[src/rtl/eular_pkg.sv]
// Shared definitions for the Euler step control blocks: run-controller state
// encodings and the default count width shared with the Euler step counter.
package eular_pkg;

    localparam int SIZE_DEFAULT = 6;

    typedef enum logic [1:0] {
        ST_IDLE = 2'd0,
        ST_REQ  = 2'd1,
        ST_GAP  = 2'd2,
        ST_DONE = 2'd3
    } state_e;

endpackage

[src/rtl/eular_down_counter.sv]
// Loadable down counter holding the number of Euler steps still to issue.
// Load wins over decrement; decrement is ignored once the count reaches zero.
module eular_down_counter
    import eular_pkg::*;
#(
    parameter int Size = SIZE_DEFAULT
) (
    input  logic            clk,
    input  logic            rst,
    input  logic            load,
    input  logic [Size-1:0] load_val,
    input  logic            dec,
    output logic [Size-1:0] cnt,
    output logic            zero
);

    logic [Size-1:0] cnt_d;
    logic [Size-1:0] cnt_q;

    // Next count: load a new budget, or step down while non-zero.
    always_comb begin
        cnt_d = cnt_q;
        if (load) begin
            cnt_d = load_val;
        end else if (dec && (cnt_q != '0)) begin
            cnt_d = cnt_q - Size'(1);
        end
    end

    // Count register with synchronous clear.
    always_ff @(posedge clk) begin
        if (rst) begin
            cnt_q <= '0;
        end else begin
            cnt_q <= cnt_d;
        end
    end

    assign cnt  = cnt_q;
    assign zero = (cnt_q == '0);

endmodule

[src/rtl/eular_step_countdown.sv]
// Run controller for the Euler step datapath: latches a step budget on start,
// issues one step request per iteration with a one-cycle gap between requests,
// counts down on each acknowledge and pulses done when the budget is spent.
// All outputs are registered decodes of the next state, so there is no
// combinational path from any input to any output.
module eular_step_countdown
    import eular_pkg::*;
#(
    parameter int Size = SIZE_DEFAULT
) (
    input  logic            clk,
    input  logic            rest_sync,
    input  logic            start,
    input  logic            abort,
    input  logic [Size-1:0] n_steps,
    input  logic            step_ack,
    output logic            step_req,
    output logic [Size-1:0] remaining,
    output logic [Size-1:0] step_idx,
    output logic            busy,
    output logic            done
);

    state_e          state_d,    state_q;
    logic [Size-1:0] step_idx_d, step_idx_q;
    logic            step_req_d, step_req_q;
    logic            busy_d,     busy_q;
    logic            done_d,     done_q;

    logic            cnt_load;
    logic            cnt_dec;
    logic [Size-1:0] cnt_val;
    logic            cnt_zero;

    eular_down_counter #(
        .Size (Size)
    ) u_remaining (
        .clk      (clk),
        .rst      (rest_sync),
        .load     (cnt_load),
        .load_val (n_steps),
        .dec      (cnt_dec),
        .cnt      (cnt_val),
        .zero     (cnt_zero)
    );

    // Next-state, step index and counter controls; abort overrides start/ack.
    always_comb begin
        state_d    = state_q;
        step_idx_d = step_idx_q;
        cnt_load   = 1'b0;
        cnt_dec    = 1'b0;
        if (abort) begin
            // Counts are left as they are so the partial progress stays visible.
            state_d = ST_IDLE;
        end else begin
            unique case (state_q)
                ST_IDLE: begin
                    if (start) begin
                        cnt_load   = 1'b1;
                        step_idx_d = '0;
                        state_d    = (n_steps != '0) ? ST_REQ : ST_DONE;
                    end
                end
                ST_REQ: begin
                    if (step_ack && !cnt_zero) begin
                        cnt_dec    = 1'b1;
                        step_idx_d = Size'(step_idx_q + 1'b1);
                        state_d    = (cnt_val == Size'(1)) ? ST_DONE : ST_GAP;
                    end
                end
                // One idle cycle so the datapath always sees a fresh request edge.
                ST_GAP:  state_d = ST_REQ;
                ST_DONE: state_d = ST_IDLE;
                default: state_d = ST_IDLE;
            endcase
        end
    end

    // Moore outputs decoded from the next state so they register alongside it.
    always_comb begin
        step_req_d = (state_d == ST_REQ);
        busy_d     = (state_d == ST_REQ) || (state_d == ST_GAP);
        done_d     = (state_d == ST_DONE);
    end

    // FSM state, step index and registered outputs with synchronous clear.
    always_ff @(posedge clk) begin
        if (rest_sync) begin
            state_q    <= ST_IDLE;
            step_idx_q <= '0;
            step_req_q <= 1'b0;
            busy_q     <= 1'b0;
            done_q     <= 1'b0;
        end else begin
            state_q    <= state_d;
            step_idx_q <= step_idx_d;
            step_req_q <= step_req_d;
            busy_q     <= busy_d;
            done_q     <= done_d;
        end
    end

    assign step_req  = step_req_q;
    assign remaining = cnt_val;
    assign step_idx  = step_idx_q;
    assign busy      = busy_q;
    assign done      = done_q;

endmodule

[config.mk]
export PLATFORM = sky130hd
export DESIGN_NAME = eular_step_countdown
export DESIGN_NICKNAME = d
export VERILOG_FILES = /design/src/rtl/eular_pkg.sv /design/src/rtl/eular_down_counter.sv /design/src/rtl/eular_step_countdown.sv
export SDC_FILE = /design/constraint.sdc
export NUM_CORES = 1
export LEC_CHECK = 0
export ABC_AREA = 0
export BUFFER_PORTS_ARGS = -buffer_cell sky130_fd_sc_hd__buf_2
export CORE_ASPECT_RATIO = 1.2
export CORE_MARGIN = 3
export CORE_UTILIZATION = 40
export CTS_CLUSTER_DIAMETER = 80
export DETAILED_ROUTE_END_ITERATION = 8
export GPL_ROUTABILITY_DRIVEN = 0
export HOLD_SLACK_MARGIN = 0.12
export SETUP_SLACK_MARGIN = 0.05
export SLEW_MARGIN = 20
export SYNTH_ARGS = -nofsm -noshare
export SYNTH_HDL_FRONTEND = slang
export SYNTH_SLANG_ARGS = --single-unit
export TNS_END_PERCENT = 10
[constraint.sdc]
create_clock -name clk -period 3.4 [get_ports clk]
set_input_delay 0.51 -clock clk [delete_from_list [all_inputs] [get_ports clk]]
set_output_delay 0.51 -clock clk [all_outputs]
set_load 0.05 [all_outputs]
==> flow_summary.rst <==
.. list-table::
   :header-rows: 1

   * - Metric
     - Value
   * - Highest Signal Layer
     - met4
   * - Area of the die
     - approximately 3000 µm²
   * - Post-layout utilization of the core
     - 52.1%
   * - Amount of wire on met2 after detailed routing
     - approximately 1100 µm
   * - CP required
     - 3.58 ns
   * - Slew margin rel.
     - 42.3%
   * - Synthesized netlist net count
     - ~120
   * - Maximum fanout encountered on the critical timing path
     - 9
   * - Max Freq
     - just over 0.5 GHz
   * - CTS tree
     - done
   * - Outcome
     - complete, no violations
   * - Initial DRC count
     - 28
   * - Met1 wire length
     - 870 µm
   * - Remaining antenna violation count
     - 0
   * - Length of the first detailed-routing pass in iterations
     - 4
   * - Netlist area before placement
     - around 940 µm²
   * - Path category of the worst min-delay check
     - input port to register
   * - Via count of the first global-routing pass
     - about 830
   * - Row count
     - 18
   * - Total count of max-transition violations in the final report
     - 0
   * - I/O Buffers
     - 25
   * - Aggregate global routing overflow
     - 0
   * - Clock tree skew after final layout
     - about 0.0021 ns
   * - HPWL after detailed placement
     - roughly 1700 µm
   * - Final Routed Wirelength
     - around 2100 µm
   * - Cell count after synthesis
     - approximately 110
   * - I/O pin total
     - 26
   * - Effective utilization at floorplan
     - around 44%
   * - Placed Area
     - about 1100 µm²
   * - H-tree Lvls
     - 1
   * - Total clock buffers created by CTS
     - 3
   * - Filler cells
     - 220
   * - Resize count post-CTS
     - 0
   * - Area inside the core boundary
     - between 2000 and 2500 µm²
   * - Per-cell via count in the routed design
     - 5.37
   * - Sum Neg Setup Slack
     - 0 ns
   * - Clock Sink Count
     - 17
   * - Setup violators final
     - 0
   * - Clock root cell
     - sky130_fd_sc_hd__clkbuf_4
   * - CTS hold repair buffers
     - 0
   * - Seq/Total Area, Yosys
     - 36.1%
   * - Setup slack of the critical path after layout
     - about 1.4 ns
   * - Most common cell after layout, fill and taps aside
     - sky130_fd_sc_hd__buf_2
   * - Unrepaired setup endpoints after global routing
     - no
   * - Number of standard cells in the final layout excluding fillers
     - roughly 160
   * - Area grow syn2layout
     - 18.2%
   * - Routed length per instance
     - 13.1 µm
   * - Power density over the cells
     - between 300 and 400 nW/µm²
   * - Fraction of layout cells with a size suffix above 1
     - about a third
   * - Antenna fix cells
     - 0
   * - Crit end category
     - register
   * - WHS Path Cells
     - 2
   * - Kind of launch point of the worst setup path
     - register
   * - Most frequent cells in the layout
     - sky130_fd_sc_hd__buf_2 (25), sky130_fd_sc_hd__dfxtp_1 (17), sky130_fd_sc_hd__nor2_1 (14)
   * - P_leak
     - 0.482 nW
   * - Proportion of synthesized flip-flops having asynchronous set or reset
     - 0%
   * - Worst Path Arrival
     - 2.14 ns
   * - Critical Setup Path Class
     - register to register
   * - Total setup buffers inserted after CTS
     - 0
   * - Total instance count after detailed placement
     - between 150 and 200
   * - Actual transition at the worst max-transition pin
     - about 0.86 ns
   * - Top cells by area in the synthesized netlist
     - sky130_fd_sc_hd__dfxtp_1 (36%), sky130_fd_sc_hd__ha_1 (8.0%), sky130_fd_sc_hd__nor2_1 (5.6%)
   * - Tmin final
     - 1.96 ns
   * - Yosys cell types
     - 35
   * - Most used flip-flop cell after synthesis
     - sky130_fd_sc_hd__dfxtp_1
   * - Via Count
     - 870
   * - Post-synth top area share
     - between 30 and 40%
   * - X dimension of the die
     - roughly 50 µm
   * - All-Layer GR Usage
     - between 10% and 20%
   * - Worst Reg-to-Reg Cells
     - 6
   * - Mean post-synth cell area
     - around 9 µm²
   * - Clock Latency Late Sink
     - ~0.28 ns
   * - Tot Pwr
     - 0.417 mW
   * - Worst slack after detailed placement
     - 1.22 ns
   * - DRC violation count after routing
     - 0
   * - Count of maximum capacitance violations
     - 0
   * - Hold violation count in the final report
     - 0
   * - Maximum buffer depth of the clock tree
     - 2
   * - Antenna violations before repair
     - 0
   * - Height of the die
     - 59.2 µm
   * - Post-route worst hold slack
     - around 0.47 ns
   * - Clock transition at the registers of the reported paths
     - 0.10 ns
   * - Pin count of the biggest net entering global routing
     - 16
   * - First-pass GRT wire length
     - 3660 µm
   * - Number of nets in the final layout
     - 150
   * - Library cell occupying the most area in the post-synthesis netlist
     - sky130_fd_sc_hd__dfxtp_1
   * - Metal3 WL
     - roughly 120 µm
   * - Warning count from the yosys run
     - 0
   * - EDFF count, synth
     - 0
   * - Post-route clock period utilization
     - approximately 58%
   * - Cell area after layout
     - approximately 1100 µm²
   * - Number of flip-flops and latches in the synthesized netlist
     - 17
   * - Worst voltage drop across the vdd grid
     - approximately 200 µV
==> critical path, stage by stage (launching register included) <==
cell	delay [ns]
sky130_fd_sc_hd__dfxtp_1	0.38
sky130_fd_sc_hd__or4_4	0.59
sky130_fd_sc_hd__o21a_4	0.25
sky130_fd_sc_hd__a31oi_1	0.26
sky130_fd_sc_hd__inv_1	0.08
sky130_fd_sc_hd__ha_1	0.17
sky130_fd_sc_hd__nor2b_1	0.12
==> final cells by class <==
cell class	instances	area, µm²	area share [%]
repair buffers	25	125	11.2
multi-input cells	80	562	50.4
clock buffers	3	22.5	2.02
well taps	30	37.5	3.37
flip-flops and latches	17	340	30.5
clock inverters	1	5.00	0.449
inverters	6	22.5	2.02
==> cells in the mapped netlist, types with 2 or more instances <==
cell and instances:
sky130_fd_sc_hd__and2_1 2, sky130_fd_sc_hd__ha_1 6, sky130_fd_sc_hd__nand3_1 3, sky130_fd_sc_hd__nor4_1 2, sky130_fd_sc_hd__nand4_1 2, sky130_fd_sc_hd__nor2_1 14
sky130_fd_sc_hd__o21ai_0 6, sky130_fd_sc_hd__inv_1 6, sky130_fd_sc_hd__a211oi_1 2, sky130_fd_sc_hd__or3_2 4, sky130_fd_sc_hd__nor3_1 6, sky130_fd_sc_hd__nor2b_1 4
sky130_fd_sc_hd__a21oi_1 6, sky130_fd_sc_hd__dfxtp_1 17, sky130_fd_sc_hd__nand2_1 4, sky130_fd_sc_hd__mux2i_1 2
==> power breakdown <==
part | switching [mW] | internal (mW)
clock | 0.0637 | 0.0437
sequential | 0.00891 | 0.206
combinational | 0.0630 | 0.0318
total | 0.136 | 0.282
==> final timing paths <==
check	from	to	slack, ns
worst max-delay path	u_remaining.cnt[2]$_SDFFE_PP0P_	done$_SDFF_PP0_	1.44
worst min-delay path	abort	state_q[0]$_SDFF_PP0_	0.47
worst max register to register	u_remaining.cnt[2]$_SDFFE_PP0P_	done$_SDFF_PP0_	1.44
worst min register to register	step_idx[5]$_SDFFE_PP0P_	step_idx[5]$_SDFFE_PP0P_	0.49
==> flip-flops by register name, indices dropped and copies added, names as in the netlist <==
| name | count |
|---|---|
| done | 1 |
| step_req | 1 |
| step_idx | 6 |
| state_q | 2 |
| busy | 1 |
| u_remaining.cnt | 6 |
==> kinds of logic (layout without fill, tap and decap cells) <==
logic type	Yosys count	count (layout)	share of synthesized area (%)
simple gates	50	50	31.0
compound gates	21	21	17.2
flops	17	17	36.1
buf+inv	8	35	4.38
fa+ha+maj	6	6	7.96
mux	3	3	3.32
==> metal layers <==
layer	GRT usage, %	vias to the layer above
li1	-	434
met1	18.7	405
met2	29.1	27
met3	2.27	4
met4	6.92	0
met5	0	-
Note: power is estimated with default switching activity, not from simulation.
